`src/rtl/ctrl_rx_cmd.sv`:
```
// Command decoder behind the UART receiver: parses framed byte commands into
// register-file writes/reads and ALU operations, and hands results to the TX side.
module ctrl_rx_cmd #(
  parameter int WIDTH   = 8,
  parameter int ADDR    = 4,
  parameter int TIMEOUT = 16
) (
  input  logic                 i_clk,
  input  logic                 i_rst,
  input  logic [WIDTH-1:0]     i_rx_p_data,
  input  logic                 i_rx_d_vld,
  input  logic [WIDTH-1:0]     i_rf_rd_data,
  input  logic                 i_rf_rd_data_vld,
  input  logic [2*WIDTH-1:0]   i_alu_out,
  input  logic                 i_alu_out_vld,
  output logic [ADDR-1:0]      o_rf_addr,
  output logic                 o_rf_wr_en,
  output logic                 o_rf_rd_en,
  output logic [WIDTH-1:0]     o_rf_wr_data,
  output logic                 o_alu_en,
  output logic [3:0]           o_alu_fun,
  output logic                 o_clk_gate_en,
  output logic                 o_uart_rf_send,
  output logic [WIDTH-1:0]     o_uart_send_rf_data,
  output logic                 o_uart_alu_send,
  output logic [2*WIDTH-1:0]   o_uart_send_alu_data,
  output logic                 o_cmd_err
);

  localparam int CW = $clog2(TIMEOUT + 1);

  localparam logic [WIDTH-1:0] OP_WR  = WIDTH'(8'hAA);
  localparam logic [WIDTH-1:0] OP_RD  = WIDTH'(8'hBB);
  localparam logic [WIDTH-1:0] OP_ALU = WIDTH'(8'hCC);
  localparam logic [WIDTH-1:0] OP_FUN = WIDTH'(8'hDD);

  typedef enum logic [3:0] {
    S_IDLE,
    S_WR_ADDR,
    S_WR_DATA,
    S_RD_ADDR,
    S_RD_WAIT,
    S_OPA,
    S_OPB,
    S_FUN,
    S_ALU_WAIT
  } state_t;

  state_t               r_state;
  state_t               w_next;
  logic [ADDR-1:0]      r_addr;
  logic [WIDTH-1:0]     r_rf;
  logic [2*WIDTH-1:0]   r_alu;
  logic [CW-1:0]        r_cnt;
  logic                 r_rf_send;
  logic                 r_alu_send;
  logic                 r_cmd_err;

  logic                 w_opcode_ok;
  logic                 w_in_wait;
  logic                 w_last_wait;

  logic [ADDR-1:0]      w_rf_addr;
  logic                 w_rf_wr_en;
  logic                 w_rf_rd_en;
  logic [WIDTH-1:0]     w_rf_wr_data;
  logic                 w_alu_en;
  logic [3:0]           w_alu_fun;
  logic                 w_clk_gate_en;

  assign w_opcode_ok = (i_rx_p_data == OP_WR)  || (i_rx_p_data == OP_RD) ||
                       (i_rx_p_data == OP_ALU) || (i_rx_p_data == OP_FUN);
  assign w_in_wait   = (r_state == S_RD_WAIT) || (r_state == S_ALU_WAIT);
  // r_cnt counts completed wait cycles, so TIMEOUT-1 marks the final accepted cycle
  assign w_last_wait = (r_cnt == CW'(TIMEOUT - 1));

  // state register
  always_ff @(posedge i_clk) begin
    if (i_rst) begin
      r_state <= S_IDLE;
    end else begin
      r_state <= w_next;
    end
  end

  // next-state logic
  always_comb begin
    w_next = r_state;
    case (r_state)
      S_IDLE: begin
        if (i_rx_d_vld) begin
          if (i_rx_p_data == OP_WR)       w_next = S_WR_ADDR;
          else if (i_rx_p_data == OP_RD)  w_next = S_RD_ADDR;
          else if (i_rx_p_data == OP_ALU) w_next = S_OPA;
          else if (i_rx_p_data == OP_FUN) w_next = S_FUN;
        end
      end
      S_WR_ADDR:  if (i_rx_d_vld) w_next = S_WR_DATA;
      S_WR_DATA:  if (i_rx_d_vld) w_next = S_IDLE;
      S_RD_ADDR:  if (i_rx_d_vld) w_next = S_RD_WAIT;
      S_OPA:      if (i_rx_d_vld) w_next = S_OPB;
      S_OPB:      if (i_rx_d_vld) w_next = S_FUN;
      S_FUN:      if (i_rx_d_vld) w_next = S_ALU_WAIT;
      S_RD_WAIT:  if (i_rf_rd_data_vld || w_last_wait) w_next = S_IDLE;
      S_ALU_WAIT: if (i_alu_out_vld || w_last_wait) w_next = S_IDLE;
      default:    w_next = S_IDLE;
    endcase
  end

  // Strobes are combinational on the accepted byte; reset masks them so an
  // aborted frame never leaks a write or ALU start.
  always_comb begin
    w_rf_addr     = '0;
    w_rf_wr_en    = 1'b0;
    w_rf_rd_en    = 1'b0;
    w_rf_wr_data  = '0;
    w_alu_en      = 1'b0;
    w_alu_fun     = '0;
    w_clk_gate_en = 1'b0;
    if (!i_rst) begin
      case (r_state)
        S_WR_DATA: begin
          if (i_rx_d_vld) begin
            w_rf_wr_en   = 1'b1;
            w_rf_addr    = r_addr;
            w_rf_wr_data = i_rx_p_data;
          end
        end
        S_RD_ADDR: begin
          if (i_rx_d_vld) begin
            w_rf_rd_en = 1'b1;
            w_rf_addr  = i_rx_p_data[ADDR-1:0];
          end
        end
        S_OPA: begin
          if (i_rx_d_vld) begin
            w_rf_wr_en   = 1'b1;
            w_rf_addr    = ADDR'(0);
            w_rf_wr_data = i_rx_p_data;
          end
        end
        S_OPB: begin
          if (i_rx_d_vld) begin
            w_rf_wr_en   = 1'b1;
            w_rf_addr    = ADDR'(1);
            w_rf_wr_data = i_rx_p_data;
          end
        end
        S_FUN: begin
          w_clk_gate_en = 1'b1;
          if (i_rx_d_vld) begin
            w_alu_en  = 1'b1;
            w_alu_fun = i_rx_p_data[3:0];
          end
        end
        S_ALU_WAIT: w_clk_gate_en = 1'b1;
        default: ;
      endcase
    end
  end

  // datapath registers, wait counter and registered pulses
  always_ff @(posedge i_clk) begin
    if (i_rst) begin
      r_addr     <= '0;
      r_rf       <= '0;
      r_alu      <= '0;
      r_cnt      <= '0;
      r_rf_send  <= 1'b0;
      r_alu_send <= 1'b0;
      r_cmd_err  <= 1'b0;
    end else begin
      r_rf_send  <= 1'b0;
      r_alu_send <= 1'b0;
      r_cmd_err  <= 1'b0;
      r_cnt      <= w_in_wait ? r_cnt + CW'(1) : '0;
      case (r_state)
        S_IDLE: begin
          if (i_rx_d_vld && !w_opcode_ok) r_cmd_err <= 1'b1;
        end
        S_WR_ADDR: begin
          if (i_rx_d_vld) r_addr <= i_rx_p_data[ADDR-1:0];
        end
        S_RD_WAIT: begin
          if (i_rf_rd_data_vld) begin
            r_rf      <= i_rf_rd_data;
            r_rf_send <= 1'b1;
          end else if (w_last_wait) begin
            r_cmd_err <= 1'b1;
          end
        end
        S_ALU_WAIT: begin
          if (i_alu_out_vld) begin
            r_alu      <= i_alu_out;
            r_alu_send <= 1'b1;
          end else if (w_last_wait) begin
            r_cmd_err <= 1'b1;
          end
        end
        default: ;
      endcase
    end
  end

  assign o_rf_addr            = w_rf_addr;
  assign o_rf_wr_en           = w_rf_wr_en;
  assign o_rf_rd_en           = w_rf_rd_en;
  assign o_rf_wr_data         = w_rf_wr_data;
  assign o_alu_en             = w_alu_en;
  assign o_alu_fun            = w_alu_fun;
  assign o_clk_gate_en        = w_clk_gate_en;
  assign o_uart_rf_send       = r_rf_send;
  assign o_uart_send_rf_data  = r_rf;
  assign o_uart_alu_send      = r_alu_send;
  assign o_uart_send_alu_data = r_alu;
  assign o_cmd_err            = r_cmd_err;

endmodule

```
`config.mk`:
```
export PLATFORM = sky130hd
export DESIGN_NAME = ctrl_rx_cmd
export DESIGN_NICKNAME = d
export VERILOG_FILES = /design/src/rtl/ctrl_rx_cmd.sv
export SDC_FILE = /design/constraint.sdc
export NUM_CORES = 1
export LEC_CHECK = 0
export BUFFER_PORTS_ARGS = -buffer_cell sky130_fd_sc_hd__clkbuf_2
export CAP_MARGIN = 0
export CORE_ASPECT_RATIO = 0.9
export CORE_MARGIN = 3
export CORE_UTILIZATION = 35
export CTS_BUF_LIST = sky130_fd_sc_hd__clkbuf_4 sky130_fd_sc_hd__clkbuf_8
export CTS_CLUSTER_DIAMETER = 60
export CTS_CLUSTER_SIZE = 40
export DETAILED_ROUTE_END_ITERATION = 10
export PLACE_DENSITY = 0.62
export SLEW_MARGIN = 20
export SYNTH_ARGS = -nofsm -noshare
export SYNTH_HDL_FRONTEND = slang
export SYNTH_SLANG_ARGS = --single-unit
```
`constraint.sdc`:
```
create_clock -name i_clk -period 2.7 [get_ports i_clk]
set_clock_uncertainty 0.15 [all_clocks]
set_input_delay 0.135 -clock i_clk [delete_from_list [all_inputs] [get_ports i_clk]]
set_output_delay 0.135 -clock i_clk [all_outputs]
set_load 0.05 [all_outputs]
```
==> results.json <==
{
  "p_per_area_mw_per_mm2": 517.9,
  "clk_pin_slew_ps": 80,
  "cap_violations": 0,
  "fmax_ghz": 0.4724,
  "grt_pass1_wl_mm": 8.183,
  "ys_types": 42,
  "peakVddDrop_uv": 301.4,
  "post_drt_via_cell_ratio": 4.659,
  "n_antenna_cell": 0,
  "timing.rr.start": "r_state[1]",
  "cts.hold.buffers_added": 24,
  "finalHoldViolCount": 0,
  "chipWidth_microns": 83.86,
  "port_buffers": 83,
  "fillerInstances": 485,
  "relSlewSlack": 0.4029,
  "ys_ff_latch": 40,
  "arrival_ps": 2130,
  "final_cell_area_sq_mm": 0.002720,
  "nets": 351,
  "first_pass_iters": 4,
  "status": "finished clean",
  "drc": 0,
  "hpwl_mm": 3.345,
  "place.gp.congestion": 0.7670,
  "cts_tree": "done",
  "synth_top_area_frac": 0.4194,
  "cts_root_buf": "clkbuf_8",
  "synth_area_leaders": "dfxtp_1, mux2i_1, nor2_1, and2_1, clkbuf_1",
  "layout-drive-gt1-share": 0.3291,
  "slew_viol_final": 0,
  "wirelength_mm": 4.697,
  "hold_path_startpoint": "i_rx_p_data[3]",
  "cts_buffer_depth": 2,
  "track_usage": 0.1525,
  "htree_levels": 2,
  "cp-start-kind": "register",
  "worstSetupPathType": "reg -> reg",
  "worst_hold_path.num_cells": 3,
  "cp_max_fo": 17,
  "multi_input_area_sq_mm": 0.001007,
  "cp-end-kind": "register",
  "io-pin-count": 84,
  "wl_per_cell_microns": 12.43,
  "rsz0062_at_grt": "no",
  "rows": 24,
  "clock_latency_ps": 280,
  "synth.cell_area_sq_mm": 0.001909,
  "r2r_setup_slack_ps": 580,
  "r2r-end": "o_uart_send_alu_data[1]",
  "grt_overflow": 0,
  "initial_core_util": 0.3785,
  "cts-resized-gates": 0,
  "ys.warnings.count": 0,
  "worst_pin_slew_ps": 895.6,
  "antenna_found_initial": 0,
  "min_period_over_period": 0.7841,
  "tns_ps": 0,
  "postRouteAntennaNets": 0,
  "cts_buffers": 5,
  "dieArea_sq_mm": 0.006379,
  "core-area_sq_mm": 0.005045,
  "grt_max_degree": 32,
  "rr_worst_depth": 4,
  "die_y_microns": 76.07,
  "p_leak_nw": 1.442,
  "worstHoldPathType": "in -> reg",
  "syn_avg_cell_area_sq_um": 9.092,
  "setup_viol": 0,
  "placed_cell_area_sq_mm": 0.002354,
  "cts_setup_buffers": 0,
  "final-seq-area_sq_um": 800.8,
  "first_global_vias": 1733,
  "via_count": 1761,
  "detailedRoute.firstIterationViolations": 67,
  "synth-seq-area-share": 0.4194,
  "cts.sinks": 40,
  "synth_cells": 210,
  "syn2layout_area_growth_pct": 42.46,
  "yosys.area.top_type": "dfxtp_1",
  "period_needed_ps": 2117,
  "min_to": "r_addr[3]",
  "syn-num-nets": 249,
  "cp.required_ps": 2720
}
per-layer routing:
metal / GRT usage / share of wire / vias to the layer above
li1: - / - / 921
met1: 0.1929 / 0.45 / 769
met2: 0.2456 / 0.46 / 62
met3: 0.04541 / 0.072 / 9
met4: 0.05466 / 0.020 / 0
met5: 0 / 0 / -
registers in the layout (all words and copies together), names as in the netlist:
signal,cells
o_cmd_err,1
o_uart_send_rf_data,8
r_cnt,5
o_uart_send_alu_data,16
r_addr,4
o_uart_alu_send,1
r_state,4
o_uart_rf_send,1
cells in the mapped netlist, drive strengths merged:
cell,count
a21oi,5
xor2,3
a211oi,1
nand4,2
nand4b,1
or3,1
or4b,1
a21bo,1
clkbuf,11
o21ai,4
a211o,3
nor2,48
o22a,1
xnor2,1
nor2b,2
buf,5
or2,3
nand2,3
ha,2
nand3,1
nor4,1
nand2b,4
o31ai,1
mux2i,31
and3,2
or4,1
o311a,1
nor3,4
dfxtp,40
a32oi,1
a41o,1
and2,12
inv,5
and3b,1
a2111oi,3
nand4bb,2
a21boi,1
power by group:
part	leakage, nW	switching, W	total (W)	internal [W]
clock network	0.0645	0.000202	0.000528	0.000326
logic	1.06	0.000151	0.000260	0.000109
registers	0.323	0.0000132	0.000620	0.000607
worst max path at each step:
| stage | from | endpoint | slack [ps] | cells after the start |
|---|---|---|---|---|
| detailed placement | r_state[1] | o_uart_send_alu_data[7] | 600 | 4 |
| CTS | r_state[0] | o_rf_wr_data[1] | 590 | 6 |
| floorplan | r_state[2] | o_alu_fun[1] | 150 | 5 |
| global placement | r_state[1] | o_uart_send_alu_data[2] | 620 | 4 |
| global route | r_state[0] | o_rf_wr_data[3] | 430 | 6 |
| finish | r_state[1] | o_uart_send_alu_data[1] | 580 | 4 |
through the flow:
| step | std cells | utilization | setup slack (ps) | total power, W | hold slack (ps) |
|---|---|---|---|---|---|
| finish | 378 | 0.5392 | 583.0 | 0.001409 | 15.22 |
| global route | 378 | 0.5392 | 432.3 | 0.001478 | 52.35 |
| CTS | 378 | 0.5392 | 588.0 | 0.001423 | 11.29 |
| detailed placement | 346 | 0.4665 | 599.8 | 0.0008668 | 223.9 |
| global placement | 346 | 0.4665 | 621.6 | 0.0008673 | 212.9 |
| floorplan | 210 | - | 151.6 | 0.0008027 | 128.9 |
kinds of logic after synthesis:
kind of cell | after synthesis | synth area share
fa+ha+maj | 2 | 0.01310
flops | 40 | 0.4194
buf+inv | 21 | 0.05898
xor+xnor | 4 | 0.01835
compound gates | 23 | 0.09371
simple gates | 89 | 0.2339
mux | 31 | 0.1625
placed cells by master, fill, tap and decap left out, types with 2 or more instances in the layout:
cell            n
dfxtp_1        40
a21oi_1         5
buf_4           4
ha_1            2
inv_1           5
and2_1         12
clkbuf_8        7
nand4_1         2
nand2b_1        4
nor2b_1         2
and3_1          2
a211o_1         3
nand2_1         3
o21ai_0         3
mux2i_1        31
nand4bb_1       2
xor2_1          3
dlygate4sd3_1  24
a2111oi_0       2
clkbuf_2       83
or2_2           2
nor2_1         48
nor3_1          3
area by class of cell:
type                       count  area share
inverter                       5    0.006900
clock buffer                   7     0.03542
tap                           65     0.02990
multi-input combinational    149      0.3703
timing repair buffer         111      0.2521
clock inverter                 1     0.01104
sequential                    40      0.2944
worst max-delay path: stages (launching register included):
cell     delay [ps]
dfxtp_1         420
or4b_4          520
or2_1           550
mux2i_1         290
nor2_1           70
No activity file was read; power rests on OpenSTA's default activity.
